### config.mk
export PLATFORM = sky130hd
export DESIGN_NAME = serial_adder
export DESIGN_NICKNAME = d
export VERILOG_FILES = /design/src/rtl/serial_adder_pkg.sv /design/src/rtl/serial_adder_fulladder.sv /design/src/rtl/serial_adder.sv
export SDC_FILE = /design/constraint.sdc
export NUM_CORES = 1
export LEC_CHECK = 0
export ABC_AREA = 1
export CAP_MARGIN = 20
export CORE_UTILIZATION = 50
export DETAILED_ROUTE_END_ITERATION = 7
export GPL_TIMING_DRIVEN = 0
export PLACE_DENSITY_LB_ADDON = 0.3
export REMOVE_ABC_BUFFERS = 1
export SYNTH_ARGS = -nofsm -noshare
export SYNTH_HDL_FRONTEND = slang
export SYNTH_SLANG_ARGS = --single-unit
export TNS_END_PERCENT = 5
### constraint.sdc
create_clock -name clk -period 3.6 [get_ports clk]
set_clock_uncertainty 0.1 [all_clocks]
set_input_delay 0.72 -clock clk [delete_from_list [all_inputs] [get_ports clk]]
set_output_delay 0.72 -clock clk [all_outputs]
set_load 0.02 [all_outputs]
### src/rtl/serial_adder_pkg.sv
// Shared definitions for the bit-serial adder: FSM state encoding and default width.
package serial_adder_pkg;

  typedef enum logic {
    IDLE  = 1'b0,
    SHIFT = 1'b1
  } state_t;

  localparam int unsigned DEFAULT_WIDTH = 8;

endpackage

### src/rtl/serial_adder_fulladder.sv
// Single-bit full adder used as the serial adder's bit slice.
module FullAdder (
  input  logic A,
  input  logic B,
  input  logic Cin,
  output logic Sum,
  output logic Carry
);

  assign Sum   = A ^ B ^ Cin;
  assign Carry = (A & B) | (Cin & (A ^ B));

endmodule

### src/rtl/serial_adder.sv
// Bit-serial WIDTH-bit adder: operands stream LSB-first through one FullAdder,
// the ripple carry lives in a flop, and the parallel result is published with a done pulse.
module serial_adder
  import serial_adder_pkg::*;
#(
  parameter int unsigned WIDTH = DEFAULT_WIDTH
) (
  input  logic             clk,
  input  logic             rst,
  input  logic             start,
  input  logic [WIDTH-1:0] a_in,
  input  logic [WIDTH-1:0] b_in,
  input  logic             cin,
  output logic             ready,
  output logic             busy,
  output logic [WIDTH-1:0] sum_out,
  output logic             cout,
  output logic             done
);

  localparam int unsigned CW = $clog2(WIDTH);
  localparam logic [CW-1:0] LAST = CW'(WIDTH - 1);

  state_t           state, state_next;
  logic [WIDTH-1:0] a_sr, b_sr, r_sr;
  logic [WIDTH-1:0] r_next;
  logic             carry_q;
  logic [CW-1:0]    cnt;
  logic             slice_sum, slice_carry;
  logic             last_bit;

  FullAdder u_slice (
    .A     (a_sr[0]),
    .B     (b_sr[0]),
    .Cin   (carry_q),
    .Sum   (slice_sum),
    .Carry (slice_carry)
  );

  // Result register with the current slice bit already shifted in; on the last
  // bit this is the completed sum, so it is published without an extra cycle.
  assign r_next   = {slice_sum, r_sr[WIDTH-1:1]};
  assign last_bit = (state == SHIFT) && (cnt == LAST);

  always_comb begin
    state_next = state;
    case (state)
      IDLE:    if (start) state_next = SHIFT;
      SHIFT:   if (cnt == LAST) state_next = IDLE;
      default: state_next = IDLE;
    endcase
  end

  assign ready = (state == IDLE);
  assign busy  = ~ready;

  always_ff @(posedge clk) begin
    if (rst) state <= IDLE;
    else     state <= state_next;
  end

  always_ff @(posedge clk) begin
    if (rst) begin
      a_sr    <= '0;
      b_sr    <= '0;
      r_sr    <= '0;
      carry_q <= 1'b0;
      cnt     <= '0;
      sum_out <= '0;
      cout    <= 1'b0;
      done    <= 1'b0;
    end else begin
      done <= 1'b0;
      if (state == IDLE) begin
        if (start) begin
          a_sr    <= a_in;
          b_sr    <= b_in;
          carry_q <= cin;
          cnt     <= '0;
        end
      end else begin
        a_sr    <= {1'b0, a_sr[WIDTH-1:1]};
        b_sr    <= {1'b0, b_sr[WIDTH-1:1]};
        r_sr    <= r_next;
        carry_q <= slice_carry;
        cnt     <= cnt + CW'(1);
        if (last_bit) begin
          sum_out <= r_next;
          cout    <= slice_carry;
          done    <= 1'b1;
        end
      end
    end
  end

endmodule

# After elaboration in Yosys (flattened, before gate mapping)
# Index checks and enable logic that the tools add are counted.
# totals
reg_bits	39
input_bits	20
word_cells	36
# op_classes
add_sub_neg	1
n_eq_ne	1
muxes	12
bitwise_logic	6
reduce_logical	5
# ops
op	n
$mux 7	4
$mux 3	2
$mux 1	5
$reduce_or 2->1	2
$add 3x1->3 const B	1
$eq 3x3->1 const B	1
$and 1x1->1	2
$pmux 1 s2	1
$reduce_and 2->1	1
$reduce_bool 2->1	1
$xor 1x1->1	2
$logic_and 1x1->1	1
$not 1->1	1
$or 1x1->1	1

# Depth between registers and ports, before layout
# Gate-level depths: netlist (run 1).
# logic_depth
ltp_word	4
depth_mapped	7
ltp_nobuf	6

# Cells and area by module
# From an unflattened synthesis (run 1), not the netlist that was laid out.
# hier_totals
hier_cells	208
hier_area_um2	1547.7
# by_module_without_submodules
mod	instances	cells_each	area_per_inst_um2	seq_area_each_um2
serial_adder	1	207	1527.7	760.7
FullAdder	1	1	20.0	0.0

# Least setup slack after synthesis (run 1)
# OpenSTA, ideal clock, no wires.
# synth_timing
path_type	register to output
start	reg state (netlist: busy)
end	out ready
arrival_ns	0.807
path_slack_ns	1.973
path_stages_with_launch	3
n_path_buf	1
path_cell_list	dfxtp_1 -> inv_2 -> buf_2
# synth_via
elab_chain_len	1
# synth_lines
item	line	text
start, declared	serial_adder.sv:24	state_t state, state_next;
start signal, assigned	serial_adder.sv:59	else state <= state_next;
$not 1->1 (no line)	--	
end, declared	serial_adder.sv:14	output logic ready,
# Every way passes these cells.

# Worst setup path after layout (run 1)
# Same ends and word-level chain as after synthesis.

==> flow_metrics.tcl, run 1 <==
set metrics [dict create \
    status "completed" \
    ys_seq_area_share_pct 48.25 \
    synth_top_cell_by_area "dfxtp_1" \
    clk_latency_ns 0.34 \
    crit_required_ns 2.78 \
    switching_share_pct 25.46 \
    die_w_um 58.15 \
    synth_area_per_cell_sq_um 7.401 \
    ctsHoldBuffers 0 \
    dr_wl_met2_mm 1.362 \
    area_delta_synth_final_pct 22.86 \
    wl_met1_mm 1.288 \
    finalSetupViolCount 0 \
    worstMarginPinSlew_ns 0.9530 \
    pre_cts_ws_ns 0.6434 \
    final.period_utilization_pct 79.49 \
    fillers 285 \
    vias 1342 \
    power.leakage_nw 0.9304 \
    p_per_area_mw_per_mm2 400.2 \
    grt_max_degree 34 \
    synthCells 213 \
    max_freq_mhz 349.4 \
    switchingPower_mw 0.1974 \
    drc 0 \
    grt_use_total_pct 19.17 \
    drive_gt1_share_pct 5.372 \
    rsz0062_at_grt "false" \
    post-cts-setup-buffers 0 \
    dr.first_iter.drc_count 70 \
    nets 264 \
    maxSlewViolCount 0 \
    grt_pass1_wl_mm 4.823 \
    place_congestion 0.6864 \
    top_layer "met4" \
    pwr-share-comb_pct 11.9 \
    postLayoutCoreUtil_pct 63.97 \
    final_hold_viol_count 0 \
    cts_buffer_depth 2 \
    crit_fanout 22 \
    p_int_mw 0.5778 \
    dp.cells 277 \
    stdcell_count 286 \
    final_antenna_net_count 0 \
    synth_area_leaders "dfxtp_1 (48%), nand2_1 (15%), nand3_1 (12%)" \
    synth_cell_type_count 17 \
    overflow 0 \
    cts_tree "built" \
    min-delay-path-class "register to register" \
    postRouteWirelength_mm 2.824 \
    start_kind "register" \
    cts.htree.levels 2 \
    clockPowerShare_pct 29.6 \
    rows 20 \
    ios 32 \
    finalPower_mw 0.7752 \
    critPathKind "register to output pin" \
    peakVddDrop_mv 0.2152 \
    cp.arrival_ns 2.04 \
    cts_resized 0 \
    grt_pass1_vias 1146 \
    end_kind "output pin" \
    portBuffers 31 \
    dp_hpwl_mm 1.785 \
    drv_cap 0 \
    synth_top_area_share_pct 48.25 \
    ys_ff_latch 38 \
    setup_tns_ns 0 \
    die-area_sq_mm 0.003381 \
    setup_slack_ns 0.7384 \
    drt_pass1_iterations 4 \
    dieHeight_um 58.15 \
    min_period_ns 2.862 \
    wl_per_cell_um 9.874 \
    cts_buffers 5 \
    cts-root-buf "clkbuf_4" \
    wl_met3_um 141 \
    slew_headroom_pct 36.40 \
    cts.sinks 38 \
    path_clk_slew_ns 0.11 \
    fp.coreArea_sq_mm 0.003028 \
    netlist_area_sq_mm 0.001577 \
    antenna_found_initial 0 \
    via_per_inst 4.692 \
    initial_utilization_pct 52.07 \
    ys_warn_count 0 \
    diodes 0 \
    pwr-share-seq_pct 58.5 \
]
==> cells by family (layout without fill, tap and decap cells) <==
group	Yosys count	after routing	share of synthesized area, %
compound gates	16	16	5.079
simple gates	124	124	33.65
buf+inv	32	61	10.16
fa+ha+maj	3	3	2.857
flops	38	38	48.25
==> power groups by stage <==
stage          Clock (mW)  Combinational, mW  Sequential [mW]
6_report            0.230             0.0923            0.453
3_5_place_dp            0             0.0860            0.467
5_1_grt             0.254              0.104            0.456
4_1_cts             0.235             0.0865            0.458
3_3_place_gp            0             0.0844            0.467
2_1_floorplan           0             0.0471            0.464
==> worst max-delay path, stage by stage (launching register included) <==
cell	delay, ns
dfxtp_1	0.48
buf_8	0.24
inv_2	0.30
clkdlybuf4s50_1	0.68
==> cells in the mapped netlist, drive strengths merged <==
| master | instances |
|---|---|
| nand2 | 65 |
| nand3 | 40 |
| dfxtp | 38 |
| inv | 20 |
| nor2 | 19 |
| buf | 11 |
| o21ai | 11 |
| a21oi | 5 |
| ha | 2 |
| clkinv | 1 |
| fa | 1 |
==> path summary, 6_finish.rpt <==
kind                                           start                 endpoint  slack (ns)  depth (start not counted)
worst max register to register       busy$_SDFF_PP0_     b_sr[3]$_SDFFE_PP0P_        1.99                          6
worst max-delay path                 busy$_SDFF_PP0_                    ready        0.74                          3
worst min-delay path            r_sr[1]$_SDFFE_PP0P_  sum_out[0]$_SDFFE_PP0P_        0.36                          2
worst min register to register  r_sr[1]$_SDFFE_PP0P_  sum_out[0]$_SDFFE_PP0P_        0.36                          2
==> per-stage QoR <==
stage | cell area [sq um] | hold slack [ns]
final | 1937 | 0.3640
after global routing | 1937 | 0.3932
after CTS | 1922 | 0.3579
after detailed placement | 1862 | 0.3350
after global placement | 1862 | 0.3287
after floorplan | 1496 | 0.3136
==> placed cells by master (no fill, tap or decap) <==
cell              n
nor2_1           18
nand3_1          39
clkinv_2          2
a21oi_1           5
ha_1              2
nand2_1          64
nand3_2           1
o21ai_1           4
clkbuf_1          1
o21ai_0           7
inv_1            19
clkbuf_8          1
fa_1              1
clkdlybuf4s50_1  31
nor2_4            1
dfxtp_1          38
nand2_2           1
clkbuf_4          5
inv_2             1
buf_8             1
==> sequential cells by signal, summed over array words and instances (netlist names) <==
register / cells
cnt: 3
b_sr: 8
done: 1
r_sr: 7
sum_out: 8
cout: 1
busy: 1
carry_q: 1
a_sr: 8
==> per-layer routing <==
metal,up-vias,GRT usage [%]
li1,726,-
met1,571,22.43
met2,41,31.69
met3,4,6.920
met4,0,8.163
met5,-,0
==> final cells by class <==
class / count / area (sq um) / share of cell area, %
repair buffers: 32 / 325.3 / 16.80
multi-input cells: 143 / 655.6 / 33.85
clock buffers: 7 / 55.05 / 2.842
inverters: 21 / 80.08 / 4.134
clock inverters: 1 / 5.005 / 0.2584
flip-flops and latches: 38 / 760.7 / 39.28
well taps: 44 / 55.05 / 2.842
Power figures use the tool's default switching activity.
==> inputs of run 2 (changes only) <==
Clock period 3.6 ns to 2.75 ns, I/O delays scaled along.
==> run 2 against run 1 <==
Effect of this change:
- sequential power grew 32%
- die area is the same
- clock power grew 31%
- combinational power grew 21%
- final area shrank 0.58%
- final cell count shrank 0.35%
- routed wire length shrank 1.1%
- worst setup slack lost 0.47 ns
- register-to-register slack lost 0.63 ns
- critical path type unchanged
==> flow_metrics.tcl, run 2 (same netlist as run 1, synthesis figures left out) <==
set metrics [dict create \
    status "completed" \
    p_per_area_mw_per_mm2 525.5 \
    clk_latency_ns 0.34 \
    stdcell_count 285 \
    postRouteWirelength_mm 2.792 \
    power.leakage_nw 0.9236 \
    grt_pass1_wl_mm 4.823 \
    clockPowerShare_pct 29.8 \
    wl_per_cell_um 9.796 \
    dr.first_iter.drc_count 71 \
    crit_slowest_cell "clkdlybuf4s50_1" \
    die_w_um 58.15 \
    pwr-share-comb_pct 11.0 \
    worstReg2RegStart "busy$_SDFF_PP0_" \
    r2r_cells 5 \
    cts.htree.levels 2 \
    cts_buffers 5 \
    cp.arrival_ns 1.84 \
    cpLargestDelayFamily "buffers and inverters" \
    max_freq_mhz 402.2 \
    r2r-end "b_sr[3]$_SDFFE_PP0P_" \
    pwr-share-seq_pct 59.2 \
    finalSetupViolCount 0 \
    nets 263 \
    vias 1335 \
    end_kind "output pin" \
    slew_headroom_pct 36.38 \
    worstMarginPinSlew_ns 0.9532 \
    drc 0 \
    ios 32 \
    cts.sinks 38 \
    post-cts-setup-buffers 0 \
    crit_required_ns 2.10 \
    crit_fanout 32 \
    drv_cap 0 \
    cts-root-buf "clkbuf_4" \
    stdcell_area_sq_mm 0.001926 \
    critPathKind "register to output pin" \
    cpPeakStageDelay_ns 0.68 \
    drt_pass1_iterations 4 \
    min_to "sum_out[0]$_SDFFE_PP0P_" \
    path_clk_slew_ns 0.11 \
    antenna_found_initial 0 \
    min_period_ns 2.486 \
    pre_cts_ws_ns -0.03664 \
    worst-path-buf-inv 2 \
    initial_utilization_pct 52.07 \
    die-area_sq_mm 0.003381 \
    fillers 286 \
    mostFrequentLayoutCells "nand2_1 (64), nand3_1 (39), dfxtp_1 (37), clkdlybuf4s50_1 (31), inv_1 (19)" \
    switching_share_pct 25.52 \
    min-delay-path-class "register to register" \
    place_area_sq_mm 0.001862 \
    reg_top3 "a_sr: 8 flops, b_sr: 8 flops, sum_out: 8 flops" \
    worstPathCellList "inv_2 -> clkdlybuf4s50_1" \
    p_int_mw 0.7537 \
    portBuffers 31 \
    rows 20 \
    rsz0062_at_grt "false" \
    grt_pass1_vias 1146 \
    hold_start "r_sr[1]$_SDFFE_PP0P_" \
    maxSlewViolCount 0 \
    peakVddDrop_mv 0.2822 \
    cts_tree "built" \
    r2r_slack_ns 1.36 \
    via_per_inst 4.684 \
    dieHeight_um 58.15 \
    ctsHoldBuffers 0 \
    grt_max_degree 34 \
    cts_buffer_depth 2 \
    final_hold_viol_count 0 \
    dp.cells 277 \
    switchingPower_mw 0.2582 \
    min_path_cells 2 \
    start_kind "register" \
    final_antenna_net_count 0 \
    fp.coreArea_sq_mm 0.003028 \
    place_congestion 0.6864 \
    drive_gt1_share_pct 5.394 \
    grt_use_total_pct 19.17 \
    dp_hpwl_mm 1.785 \
    overflow 0 \
    diodes 0 \
    setup_slack_ns 0.2637 \
    area_delta_synth_final_pct 22.14 \
    final_common_cell "nand2_1" \
    final.period_utilization_pct 90.41 \
]
==> run 2: tightest hold or removal path, stage by stage (launching register included) <==
cell,delay (ns)
dfxtp_1,0.33
nand2_1,0.06
nand2_1,0.04
==> run 2: how the worst max path moves through the flow <==
stage / startpoint / to / slack (ns) / cells after the start
after CTS: busy$_SDFF_PP0_ / ready / 0.04 / 2
final: busy$_SDFF_PP0_ / ready / 0.26 / 2
after global routing: busy$_SDFF_PP0_ / ready / 0.17 / 2
after floorplan: busy$_SDFF_PP0_ / ready / 0.79 / 1
after global placement: busy$_SDFF_PP0_ / ready / -0.04 / 2
after detailed placement: busy$_SDFF_PP0_ / ready / -0.04 / 2
==> run 2: cell type report <==
cell class | instances | area, sq um | share of cell area, %
repair buffers | 31 | 310.3 | 16.11
clock inverters | 1 | 5.005 | 0.2599
well taps | 44 | 55.05 | 2.859
clock buffers | 7 | 55.05 | 2.859
flip-flops and latches | 38 | 764.5 | 39.70
inverters | 21 | 80.08 | 4.159
multi-input cells | 143 | 655.6 | 34.05
==> run 2: layer usage <==
metal	vias up	global-route usage, %	share of wire [%]
li1	722	-	-
met2	39	31.69	47
met1	570	22.43	47
met5	-	0	0
met4	0	8.163	1.1
met3	4	6.920	4.6
==> run 2: metrics by stage <==
step / setup TNS, ns / hold slack, ns / total power [mW] / utilization (%)
floorplan: 0 / 0.3136 / 0.6691 / -
global placement: -0.03823 / 0.3287 / 0.7216 / 61.49
detailed placement: -0.03664 / 0.3350 / 0.7242 / 61.49
CTS: 0 / 0.3579 / 1.020 / 63.51
global route: 0 / 0.3932 / 1.062 / 63.60
finish: 0 / 0.3670 / 1.012 / 63.60
==> run 2: timing repair <==
item	in CTS	in global routing
gates resized for setup	1	1
cloned	0	0
pin swaps	0	0
endpoints found under the hold margin	0	0
setup endpoints to repair	2	1
==> run 2: power by group through the flow <==
stage | registers [mW] | clock network [mW] | logic, mW
after floorplan | 0.607 | 0 | 0.0617
after global placement | 0.611 | 0 | 0.110
after detailed placement | 0.612 | 0 | 0.113
after CTS | 0.599 | 0.308 | 0.113
after global routing | 0.604 | 0.333 | 0.126
final | 0.599 | 0.301 | 0.112
